## src/rtl/pipelined_adder_tree.sv

```systemverilog
// Pipelined N-input adder tree with one register stage per level and a global-stall
// valid/ready handshake. The result is always full precision, so it never overflows.
module pipelined_adder_tree #(
  parameter int N_INPUTS = 4,
  parameter int IN_WIDTH = 8,
  parameter bit SIGNED   = 1'b0,
  localparam int LEVELS    = $clog2(N_INPUTS),
  localparam int SUM_WIDTH = IN_WIDTH + LEVELS
) (
  input  logic                         clk,
  input  logic                         rst,
  input  logic                         in_valid,
  output logic                         in_ready,
  input  logic [N_INPUTS*IN_WIDTH-1:0] in_data,
  output logic                         out_valid,
  input  logic                         out_ready,
  output logic [SUM_WIDTH-1:0]         out_sum
);

  if (N_INPUTS < 2 || (1 << LEVELS) != N_INPUTS) begin : g_bad_n
    $error("pipelined_adder_tree: N_INPUTS must be a power of two >= 2");
  end
  if (IN_WIDTH < 1) begin : g_bad_w
    $error("pipelined_adder_tree: IN_WIDTH must be >= 1");
  end

  // The whole pipeline moves together. It advances whenever the output slot is empty or is being drained.
  logic adv;
  assign adv      = out_ready | ~out_valid;
  assign in_ready = adv;

  for (genvar k = 1; k <= LEVELS; k++) begin : lvl
    localparam int W   = IN_WIDTH + k;
    localparam int CNT = N_INPUTS >> k;

    logic prev_valid;
    logic valid_q;

    if (k == 1) begin : g_first
      assign prev_valid = in_valid;
    end else begin : g_rest
      assign prev_valid = lvl[k-1].valid_q;
    end

    always_ff @(posedge clk) begin
      if (rst) begin
        valid_q <= 1'b0;
      end else if (adv) begin
        valid_q <= prev_valid;
      end
    end

    for (genvar j = 0; j < CNT; j++) begin : add
      logic [W-2:0] a;
      logic [W-2:0] b;
      logic [W-1:0] a_ext;
      logic [W-1:0] b_ext;
      logic [W-1:0] sum_q;

      if (k == 1) begin : g_lanes
        assign a = in_data[(2*j)*IN_WIDTH +: IN_WIDTH];
        assign b = in_data[(2*j+1)*IN_WIDTH +: IN_WIDTH];
      end else begin : g_nodes
        assign a = lvl[k-1].add[2*j].sum_q;
        assign b = lvl[k-1].add[2*j+1].sum_q;
      end

      // Widen by exactly one bit per level, so the add at this level cannot overflow.
      assign a_ext = SIGNED ? {a[W-2], a} : {1'b0, a};
      assign b_ext = SIGNED ? {b[W-2], b} : {1'b0, b};

      always_ff @(posedge clk) begin
        if (rst) begin
          sum_q <= '0;
        end else if (adv) begin
          sum_q <= a_ext + b_ext;
        end
      end
    end
  end

  assign out_valid = lvl[LEVELS].valid_q;
  assign out_sum   = lvl[LEVELS].add[0].sum_q;

endmodule

```

## config.mk

```make
export PLATFORM = sky130hd
export DESIGN_NAME = pipelined_adder_tree
export DESIGN_NICKNAME = d
export VERILOG_FILES = /design/src/rtl/pipelined_adder_tree.sv
export SDC_FILE = /design/constraint.sdc
export NUM_CORES = 1
export LEC_CHECK = 0
export BUFFER_PORTS_ARGS = -buffer_cell sky130_fd_sc_hd__buf_2
export CORE_ASPECT_RATIO = 0.9
export CORE_UTILIZATION = 50
export DETAILED_ROUTE_END_ITERATION = 10
export PLACE_DENSITY = 0.75
export SLEW_MARGIN = 25
export SYNTH_ARGS = -nofsm -noshare
export SYNTH_HDL_FRONTEND = slang
export SYNTH_SLANG_ARGS = --single-unit
```

## constraint.sdc

```tcl
create_clock -name clk -period 3.2 [get_ports clk]
set_clock_uncertainty 0.1 [all_clocks]
set_input_delay 0.16 -clock clk [delete_from_list [all_inputs] [get_ports clk]]
set_output_delay 0.16 -clock clk [all_outputs]
set_load 0.03 [all_outputs]
```

==> impl_summary.md, run 1 <==
Setup path
The endpoint arrival time on the critical path is 2.20 ns. The critical path in this run is classified as reg2reg. The worst setup path is launched from a flop.

The worst setup path is captured at a flop. Data on the critical path is required at its endpoint by 3.27 ns. Along the worst path, the maximum fanout reaches 3.

Yosys
By count the netlist is led by 30 x sky130_fd_sc_hd__dfxtp_1, 25 x sky130_fd_sc_hd__ha_1, 23 x sky130_fd_sc_hd__a21oi_1. The largest family of logic cells by synthesized area is compound AO/OA/AOI/OAI gates. The cell area that synthesis handed to floorplanning was 0.002111 mm². The cell taking the most area after synthesis is sky130_fd_sc_hd__dfxtp_1.

The number of nets in the synthesized netlist is 309. Summing the areas of all and, or, nand and nor instances in the mapped netlist gives 17.72% of the synthesized area. The dominant register cell in the synthesized netlist is sky130_fd_sc_hd__dfxtp_1.

After synthesis, the share of cell area in mux cells is 0%. Yosys mapped the design onto 43 distinct sky130hd cell types. By area the synthesized netlist is led by sky130_fd_sc_hd__dfxtp_1 28%, sky130_fd_sc_hd__ha_1 15%, sky130_fd_sc_hd__a21oi_1 5.5%. The instance count of the mapped netlist is 245. The share of the yosys chip area belonging to registers is 28.45%. The post-synthesis share of cell area spent on xor and xnor gates is 3.734%. In the synthesized netlist the async set-or-reset flop fraction comes to 0%. The synthesized-area fraction occupied by ao, oa, aoi and oai cells is 28.28%. The share of the synthesized area in the top cell type is 28.45%. Yosys instantiated no cell more often than sky130_fd_sc_hd__dfxtp_1.

The synthesized area per cell is 8.615 µm². The adder-cell share of the synthesized area is 17.66%. The number of flops mapped to enable cells by yosys is 0. The synthesized design contains 30 register bits. The Yosys step of the flow raised 0 warnings.

CTS
The CTS H-tree depth is 2. Hold repair after CTS inserted 0 buffers. The count of cells resized by post-cts repair is 0. The clock sink count is 30. The CTS tree is done. Buffers added to address setup during post-CTS repair amount to 0. The number of buffers created by CTS is 5. The clock passes through at most 2 buffers. The worst-skew pair later-pin latency is 0.29 ns. The clock root buffer is sky130_fd_sc_hd__clkbuf_8. The clock edge transition at the registers on the reported setup and hold paths is 0.07 ns.

Run status
The checks that failed: design-rule violations. The flow ran to the end, but the final reports show violations.

STA
The worst path uses 66.52% of the clock period. The slew at the pin closest to its max-slew limit is 0.9141 ns. Setup violations remaining at the end of the flow were counted as 0. The minimum clock period is 2.129 ns. The sum of negative setup slack is 0 ns. Static timing analysis puts the maximum clock frequency at 469.8 MHz. The tightest slew margin relative to the limit is 38.99%. The number of max-slew violations in the final report came to 0.

The number of hold violations in the final report is 0. Setup repair after global routing left no endpoint under its margin.

Global routing
Summed over all layers, the global routing overflow is 0. The first global-routing pass estimated 7790 µm of wire. The number of antenna violations at the first check in global routing was 0. The global routing stage identified its most utilized layer as met2.

The number of global-route vias before repair is 1789. The total routing usage reported by global routing is 22.05%. In the global route stage, met1 resource usage came out at 29.40%.

In the global route stage, met2 resource usage came out at 34.22%. Entering global routing, the biggest net connects 42 pins. Global routing consumed, on the met3 layer, 5.760% of the routing resources.

Routing
The number of nets with antenna violations after detailed routing is 0. The wire length per cell is 13.40 µm. For this block, the initial DRC count from the detailed router was 128. The routed layout has 1959 vias. The DRC violation count after routing is 10. Dividing the detail-routed via count by the number of cells gives 5.830. The first-pass iteration count of the detailed router is 7. For this block, the routed nets add up to 4501 µm of wire.

Pwr
The worst ir drop on vdd is 0.3531 mV. For this design the ratio of total power to cell area is 478.4 mW/mm². In this run the static leakage power is 1.085 nW.

Cells and area
The layout net count is 351. The repair_antennas step left the layout with diodes totalling 0. The fraction of layout cells with a size suffix above 1 is 22.57%. The growth of design area from synthesis to finish is 16.06%. The post-layout utilization of the core is 60.14%.

Floorplan
After floorplanning, the core was divided into 22 placement rows. In this run the horizontal extent of the chip is 70.49 µm. The die area is 0.004486 mm². The total area inside the core boundary comes to 0.004074 mm². From bottom edge to top edge, the die measures 63.64 µm. The initial standard-cell utilization of the core is 51.81%. The count of pins on the block boundary is 48.

Placement
The wire-length estimate of the detail-placed layout is 3256 µm. The count of buffers from port buffering is 47. The final weighted congestion of routability-driven global placement is 0.8261.

Flow run
The count of maximum capacitance violations is 0.

Worst hold path
The worst min-delay path category is in2reg.
## cell type report
type	instances	area (µm²)
fill	395	1624
multi-input combinational	195	1425
sequential	30	600.6
timing repair buffer	48	242.7
clock buffer	6	82.58
tap	48	60.06
inverter	7	26.28
clock inverter	2	12.51
## per-stage QoR
| stage | total power [mW] | cells | hold WS (ns) | worst slack, ns | area, µm² |
|---|---|---|---|---|---|
| after CTS | 1.180 | 336 | 0.02179 | 1.071 | 2450 |
| final | 1.172 | 336 | 0.02961 | 1.071 | 2450 |
| after global routing | 1.250 | 336 | 0.03323 | 0.9763 | 2450 |
| after detailed placement | 0.8560 | 328 | 0.3269 | 1.107 | 2355 |
| after global placement | 0.8496 | 328 | 0.3139 | 1.129 | 2355 |
| after floorplan | 0.7589 | 245 | 0.2005 | 1.217 | 2111 |
## critical path: stages, from the launching register on
cell	delay [ns]
sky130_fd_sc_hd__dfxtp_1	0.31
sky130_fd_sc_hd__ha_1	0.26
sky130_fd_sc_hd__fa_1	0.45
sky130_fd_sc_hd__a211oi_2	0.24
sky130_fd_sc_hd__o211ai_1	0.15
sky130_fd_sc_hd__and3_1	0.19
sky130_fd_sc_hd__a311o_1	0.31
## layout by cell type, fill, tap and decap left out, types with 2 or more instances in the layout
master / count
sky130_fd_sc_hd__a2111oi_0: 2
sky130_fd_sc_hd__a31oi_1: 6
sky130_fd_sc_hd__clkbuf_8: 6
sky130_fd_sc_hd__fa_1: 3
sky130_fd_sc_hd__xnor2_1: 8
sky130_fd_sc_hd__o21bai_1: 3
sky130_fd_sc_hd__a211oi_1: 5
sky130_fd_sc_hd__a21oi_1: 23
sky130_fd_sc_hd__o21a_1: 4
sky130_fd_sc_hd__dfxtp_1: 30
sky130_fd_sc_hd__ha_1: 25
sky130_fd_sc_hd__nand3b_1: 5
sky130_fd_sc_hd__nand4b_1: 3
sky130_fd_sc_hd__nand2_1: 18
sky130_fd_sc_hd__nand3_1: 13
sky130_fd_sc_hd__buf_2: 47
sky130_fd_sc_hd__a211o_1: 2
sky130_fd_sc_hd__nor3_1: 13
sky130_fd_sc_hd__a21o_1: 4
sky130_fd_sc_hd__nor2_1: 7
sky130_fd_sc_hd__o21ai_0: 16
sky130_fd_sc_hd__nor4b_1: 7
sky130_fd_sc_hd__inv_1: 7
sky130_fd_sc_hd__o211ai_1: 11
sky130_fd_sc_hd__o21ba_2: 2
## path summary, 6_finish.rpt
| kind | start | end | slack [ns] | cells past startpoint |
|---|---|---|---|---|
| max | lvl[1].add[0].sum_q[0] | out_sum[8] | 1.07 | 6 |
| min | in_valid | lvl[1].valid_q | 0.03 | 3 |
| max reg2reg | lvl[1].add[0].sum_q[0] | out_sum[8] | 1.07 | 6 |
| min reg2reg | out_sum[1] | out_sum[1] | 0.36 | 2 |
## logic make-up after synthesis
logic type | count (synthesis)
compound gates | 88
buf+inv | 20
simple gates | 70
xor+xnor | 9
flops | 30
fa+ha+maj | 28
## power by group
part | total (mW) | switching (mW) | internal, mW | leakage (nW)
combinational | 0.395 | 0.226 | 0.169 | 0.789
clock | 0.323 | 0.150 | 0.173 | 0.0472
sequential | 0.454 | 0.0292 | 0.424 | 0.249
## flip-flops by register name (all words and copies together) (netlist names)
register       cells
out_valid          1
out_sum           10
lvl.add.sum_q     18
lvl.valid_q        1
## metal layers
metal	up-vias	part of all wire, %
li1	1010	-
met1	899	49
met2	44	44
met3	6	5.6
met4	0	1.3
met5	-	0
Power figures use the tool's default switching activity.
==> run 2: changes to the inputs <==
--- a/config.mk
+++ b/config.mk
@@ -5,11 +5,12 @@
 export SDC_FILE = /design/constraint.sdc
 export NUM_CORES = 1
 export LEC_CHECK = 0
+export ABC_AREA = 1
 export BUFFER_PORTS_ARGS = -buffer_cell sky130_fd_sc_hd__buf_2
 export CORE_ASPECT_RATIO = 0.9
 export CORE_UTILIZATION = 50
 export DETAILED_ROUTE_END_ITERATION = 10
-export PLACE_DENSITY = 0.75
+export PLACE_DENSITY = 0.74
 export SLEW_MARGIN = 25
 export SYNTH_ARGS = -nofsm -noshare
 export SYNTH_HDL_FRONTEND = slang
==> constraint.sdc (replaced) <==
create_clock -name clk -period 2.2 [get_ports clk]
set_clock_uncertainty 0.1 [all_clocks]
set_input_delay 0.11 -clock clk [delete_from_list [all_inputs] [get_ports clk]]
set_output_delay 0.11 -clock clk [all_outputs]
set_load 0.03 [all_outputs]
==> impl_summary.md, run 2 <==
Pwr
VDD sags by at most 0.2773 mV. Summed over all cells, the static leakage comes to 1.492 nW. Power spread over the standard cell area amounts to 633.6 mW/mm².

Yosys
The top cell type by area accounts for 26.98% of the synthesized area. The proportion of register bits with asynchronous set or reset after synthesis is 0%. In the post-synthesis netlist, the biggest area contributors are sky130_fd_sc_hd__dfxtp_1 27%, sky130_fd_sc_hd__ha_1 14%, sky130_fd_sc_hd__nand2_1 13%.

After technology mapping, the gate count stands at 323. In the post-synthesis netlist, the cell with the most instances is sky130_fd_sc_hd__nand2_1. The post-synthesis sequential element count is 30.

Each instance of the synthesized netlist takes up on average 6.891 µm². The total standard cell area after synthesis is 0.002226 mm². Counting flops with a built-in enable in the synthesized netlist gives 0. For this run, the leading register cell type out of synthesis is sky130_fd_sc_hd__dfxtp_1. The synthesized design spends more area on one cell type than any other, namely sky130_fd_sc_hd__dfxtp_1.

The number of different library cells used by synthesis comes to 24. Counting instances in the post-synthesis netlist gives the leading cell types as 76 x sky130_fd_sc_hd__nand2_1, 52 x sky130_fd_sc_hd__inv_1, 30 x sky130_fd_sc_hd__dfxtp_1. The share of the yosys chip area belonging to registers is 26.98%. The post-synthesis net count is 387. The count of yosys warnings during synthesis is 0.

Global routing
The largest net degree at the start of global routing is 50. The total routing usage reported by global routing is 20.51%. The number of antenna violations at the first check in global routing is 0. The number of global-route vias before repair is 1761. The total overflow left after global routing is 0.

The wire length of the first global-routing pass is 7417 µm.

Routing
The detailed router finished its first iteration with 94 violations. The first-pass iteration count of the detailed router is 4. The final wirelength is 4321 µm.

The number of nets with antenna violations after detailed routing is 0. The DRC violation count after routing is 0. The routed layout has 2063 vias. The via count normalized by instance count is 4.787.

After detailed routing, the average wire length per cell comes to 10.03 µm.

STA
The number of hold violations in the final report is 0. For the pin with the worst max-slew slack, the measured transition is 0.7308 ns. Of the available clock period, the critical path in the final layout requires 78.25%. The routed design could run at a clock period as short as 1.721 ns. The sum of negative setup slack is 0 ns. The achievable frequency is 580.9 MHz. Setup repair after global routing left no endpoint under its margin. Setup violations remaining at the end of the flow were counted as 0. In this run the tightest slew margin relative to its limit is 51.22%. The number of max-slew violations in the final report is 0.

Placement
In this run the tool buffered the top-level ports with 47 buffer cells. Summing all placed instances gives a cell area of 0.002505 mm². At the end of routability-driven placement, the weighted congestion stood at 0.8225. The sum of net half-perimeters after detailed placement is 3202 µm.

Cells and area
The antenna diode count is 0. The final design area excluding fillers is 0.002594 mm². The number of fill cells in the layout is 409. The fraction of layout cells with a size suffix above 1 is 18.33%. The register with the most flip-flops in the layout has 18 of them. The layout net count is 435.

The multi-input combinational cells in the finished layout cover a total of 0.001368 mm². The library cell used most frequently in the layout, excluding fill and tap cells, is sky130_fd_sc_hd__nand2_1. The register with the highest flop count is lvl.add.sum_q. Relative to the synthesized area, the layout overhead comes to 16.53%. Measured on the finished design, the core utilization comes to 61.99%. In the final layout, flip-flops and latches occupy 600.6 µm².

Leaving out fill and tap cells, the most frequent cells in the layout are 76 x sky130_fd_sc_hd__nand2_1, 52 x sky130_fd_sc_hd__inv_1, 47 x sky130_fd_sc_hd__buf_2.

CTS
The clock tree buffer depth is 2. The number of setup buffers added after CTS is 0. The cell sitting at the root of the clock tree is a sky130_fd_sc_hd__clkbuf_8. The CTS tree is done. The number of buffers created by CTS is 5. The clock edge transition at the registers on the reported setup and hold paths is 0.06 ns. The H-tree was split into 2 levels. The worst-skew pair later-pin latency is 0.28 ns. Counting every sink on the clock net gives 30. Gates resized during post-CTS repair numbered 0.

Run status
The flow ran to the end, and the final reports show no timing, DRC or antenna violations.

Floorplan
The x dimension of the die is 72.33 µm. The initial standard-cell utilization of the core is 53.20%. The die covers 0.004723 mm². Row generation in the floorplan step produced 22 rows. 48 I/O pins were placed.

The floorplan step defined a core boundary enclosing 0.004184 mm². The vertical die dimension is 65.30 µm.

Worst hold path
The worst min-delay path category is in2reg.

Setup path
In this design, the stage delay of the slowest critical-path cell is 0.42 ns. In this run the worst path has a maximum fanout of 4. The most numerous cell type found on the critical path is sky130_fd_sc_hd__nand2_1. The worst setup path is launched from a flop. The critical path is of the reg2reg type. STA puts the critical path data required time at 2.28 ns. The cell with the largest stage delay on the worst path is sky130_fd_sc_hd__fa_1. Walking the worst path, the cells encountered are ha_1, fa_1, nand2_1, nand2_1, nand3b_1, nand2_1, nand2_1, nand3_1, nand2_1, inv_1. The endpoint arrival time on the critical path is 1.80 ns.

The category of the worst setup path capture point is a flop.

Flow run
Across the run, the number of max-cap violations was 0.
[run 2: cell families after synthesis]
| group | after synthesis | share of synthesized area (%) |
|---|---|---|
| fa+ha+maj | 28 | 16.75 |
| buf+inv | 62 | 11.58 |
| flops | 30 | 26.98 |
| xor+xnor | 3 | 1.181 |
| compound gates | 47 | 11.75 |
| simple gates | 153 | 31.76 |
[run 2: layer usage]
metal | global-route usage [%] | routed length, µm
met4 | 7.353 | 74
met2 | 32.94 | 1881
met1 | 26.54 | 2205
met5 | 0 | 0
met3 | 5.215 | 159
[run 2: layout make-up]
type / count / area share [%]
multi-input combinational: 231 / 52.73
clock inverter: 2 / 0.3859
timing repair buffer: 50 / 10.52
clock buffer: 5 / 2.653
inverter: 53 / 7.670
sequential: 30 / 23.15
tap: 60 / 2.894
[run 2: worst paths after layout]
path	from	end	slack, ns	depth (start not counted)
setup / recovery	lvl[1].add[0].sum_q[0]	out_sum[6]	0.48	10
hold / removal	in_valid	lvl[1].valid_q	0.03	3
setup reg to reg	lvl[1].add[0].sum_q[0]	out_sum[6]	0.48	10
hold reg to reg	lvl[1].valid_q	lvl[1].valid_q	0.35	2
[run 2: stage by stage]
stage | power [mW] | hold slack, ns | std cells | setup slack, ns
after floorplan | 1.104 | 0.07907 | 323 | 0.6080
after global placement | 1.234 | 0.1852 | 423 | 0.5326
after detailed placement | 1.245 | 0.1899 | 423 | 0.5102
after CTS | 1.663 | 0.01302 | 431 | 0.4730
after global routing | 1.781 | 0.05184 | 431 | 0.3715
final | 1.643 | 0.02727 | 431 | 0.4785
[run 2: worst max-delay path, delay by kind of cell (launching register included)]
family,cells,cell delay [ns]
fa+ha+maj,2,0.64
simple gates,7,0.54
flops,1,0.31
buf+inv,1,0.03
[run 2: power breakdown]
part / switching, mW / internal (mW) / total, mW
combinational: 0.347 / 0.236 / 0.583
clock: 0.195 / 0.211 / 0.407
sequential: 0.0398 / 0.614 / 0.654
total: 0.582 / 1.06 / 1.64
[run 2: repair_timing]
item | CTS | global route
setup endpoints to repair | 0 | 0
hold buffers | 1 | 0
endpoints found under the hold margin | 1 | 0
==> run 3: changes to the inputs <==
==> constraint.sdc (replaced) <==
create_clock -name clk -period 1.7 [get_ports clk]
set_clock_uncertainty 0.1 [all_clocks]
set_input_delay 0.085 -clock clk [delete_from_list [all_inputs] [get_ports clk]]
set_output_delay 0.085 -clock clk [all_outputs]
set_load 0.03 [all_outputs]
==> impl_summary.md, run 3 (synthesis results as in run 2) <==
Run status
The flow ran to the end, and the final reports show no timing, DRC or antenna violations.

Floorplan
The floorplan step set the die height to 65.30 µm. The number of rows in the core area is 22. The count of pins on the block boundary is 48. The initial standard-cell utilization of the core is 53.20%. From left edge to right edge, the die measures 72.33 µm. The area of the core is 0.004184 mm².

The die covers 0.004723 mm².

Cells and area
Leaving out fill and tap cells, the most frequent cell in the layout is sky130_fd_sc_hd__nand2_1. The number of fill cells in the layout is 399. lvl.add.sum_q holds more flip-flops than any other register.

The number of flip-flops in the largest register is 18. The growth of design area from synthesis to finish is 18.55%. For this run, the share of the core covered by cells in the final layout is 63.07%. At the end of the flow, the number of nets in the layout was 437. The number of antenna diodes in the final layout is 0. Once layout is done, the placed cells without fillers occupy 0.002639 mm².

The top cell types in the final layout, fill and taps aside, are 74 x sky130_fd_sc_hd__nand2_1, 52 x sky130_fd_sc_hd__inv_1, 47 x sky130_fd_sc_hd__buf_2. The fraction of layout cells with a size suffix above 1 is 19.52%.

CTS
The number of setup buffers added after CTS is 0. The clock passes through at most 2 buffers. TritonCTS built the clock tree. The CTS H-tree depth is 2. CTS placed an instance of sky130_fd_sc_hd__clkbuf_8 at the clock tree root.

The worst-skew pair later-pin latency is 0.29 ns. After clock tree synthesis, the clock-pin slew on the worst setup and hold paths is 0.07 ns. The number of buffers created by CTS is 5.

Counting every sink on the clock net gives 30.

STA
The slew at the pin closest to its max-slew limit is 0.2467 ns. The number of hold violations in the final report is 0. Derived from the worst setup path, the maximum achievable clock frequency is 629.3 MHz. The tightest slew margin relative to the limit is 83.55%. The minimum clock period is 1.589 ns. The final critical path takes up 93.48% of the cycle. Setup violations remaining at the end of the flow were counted as 0. The number of max-slew violations in the final report was 0. In the post-route analysis, the smallest setup slack over all paths is 0.1108 ns.

Placement
The pre-CTS worst setup slack is 0.01164 ns. After detailed placement, the total cell area comes to 0.002512 mm². During placement, the flow inserted port buffers numbering 47. The final weighted congestion of routability-driven global placement is 0.8363. Summed over all nets, the half-perimeter wirelength after detailed placement is 3154 µm.

Setup path
The number of buffers and inverters on the critical path is 1. The endpoint arrival time on the critical path is 1.67 ns. Walking the worst path, the cells encountered are ha_2, fa_2, nand2_2, nand2_4, nand3b_1, nand2_1, nand2_1, nand3_1, nand2_1, inv_1.

The category of the worst setup path capture point is a flop. On the worst path, the slowest cell contributes a delay of 0.38 ns. Along the worst path, the maximum fanout reaches 4. In this design, the critical path's most frequently occurring cell is sky130_fd_sc_hd__nand2_1. The nature of the critical path startpoint is a flop. Grouping stages by cell kind, the critical path spends the most delay in adder cells. The cell with the largest stage delay on the worst path is sky130_fd_sc_hd__fa_2.

The critical path is of the reg2reg type. The required arrival time at the worst endpoint is 1.78 ns.

Routing
Before antenna repair, the detailed router went through 4 iterations. The via count is 2066. After detailed routing, the average wire length per cell comes to 9.839 µm.

The number of design-rule violations left by the first detailed-router iteration is 91. The via count normalized by instance count is 4.760. The detail route stage leaves a number of antenna-violating nets equal to 0. The final wirelength is 4270 µm. In the routed design, unresolved DRC markers number 0.

Global routing
The residual overflow from global routing is 0. The number of antenna violations at the first check in global routing is 0. The largest net degree at the start of global routing is 50. The number of global-route vias before repair came to 1781.

The first global-routing pass estimated 7576 µm of wire. The total routing usage reported by global routing is 20.72%.

Pwr
Net switching is 34.78% of the power. The worst ir drop on vdd is 0.3012 mV. The leakage power is 1.503 nW. The internal power contribution is 1.432 mW.

The fraction of power consumed by combinational cells is 34.7%. Sequential cells account for 38.5% of the total power. The proportion of power drawn by the clock network is 26.8%. The power per standard cell area is 832.2 mW/mm².

The analysis attributes to net switching a power of 763.8 µW.

Flow run
The count of maximum capacitance violations is 0.

Worst hold path
The worst min-delay path category is in2reg.
==> run 3: power by group through the flow <==
stage / Clock [mW] / Sequential (mW) / Combinational (mW)
global route: 0.645 / 0.856 / 0.889
floorplan: 0 / 0.926 / 0.503
finish: 0.588 / 0.845 / 0.763
global placement: 0 / 0.858 / 0.741
CTS: 0.609 / 0.846 / 0.762
detailed placement: 0 / 0.860 / 0.752
==> run 3: area by class of cell <==
class / instances / area [µm²] / share of cell area [%]
tap: 60 / 75.07 / 2.845
multi-input combinational: 231 / 1383 / 52.39
timing repair buffer: 52 / 290.3 / 11.00
inverter: 53 / 198.9 / 7.539
clock inverter: 1 / 5.005 / 0.1897
sequential: 30 / 600.6 / 22.76
clock buffer: 7 / 86.33 / 3.272
==> run 3: worst min-delay path: stages <==
cell	delay, ns
sky130_fd_sc_hd__buf_2	0.08
sky130_fd_sc_hd__ha_1	0.11
sky130_fd_sc_hd__o21ai_0	0.07
sky130_fd_sc_hd__nor2_1	0.09
==> run 3: metrics by stage <==
step | TNS (ns) | power [mW] | cells | hold slack [ns]
CTS | 0 | 2.216 | 434 | 0.07949
global placement | 0 | 1.600 | 424 | 0.1607
floorplan | 0 | 1.429 | 323 | 0.05407
detailed placement | 0 | 1.612 | 424 | 0.1683
global route | -0.007132 | 2.390 | 434 | 0.1136
finish | 0 | 2.196 | 434 | 0.07786
==> run 3: layer usage <==
metal | global-route usage [%] | wire (µm) | up-vias
li1 | - | - | 1141
met1 | 27.83 | 2257 | 864
met2 | 32.59 | 1751 | 55
met3 | 5.061 | 193 | 6
met4 | 6.618 | 68 | 0
met5 | 0 | 0 | -
==> run 3: final timing paths <==
path	start	to	slack (ns)	depth (start not counted)
max	lvl[1].add[1].sum_q[0]	out_sum[6]	0.11	10
min	in_data[8]	lvl[1].add[0].sum_q[0]	0.08	4
max reg2reg	lvl[1].add[1].sum_q[0]	out_sum[6]	0.11	10
min reg2reg	lvl[1].valid_q	lvl[1].valid_q	0.36	2
==> run 3: timing repair <==
item,in CTS,in global routing
setup endpoints to repair,1,3
pin swaps,0,2
resized for setup,1,4
hold buffers,2,0
endpoints found under the hold margin,2,0
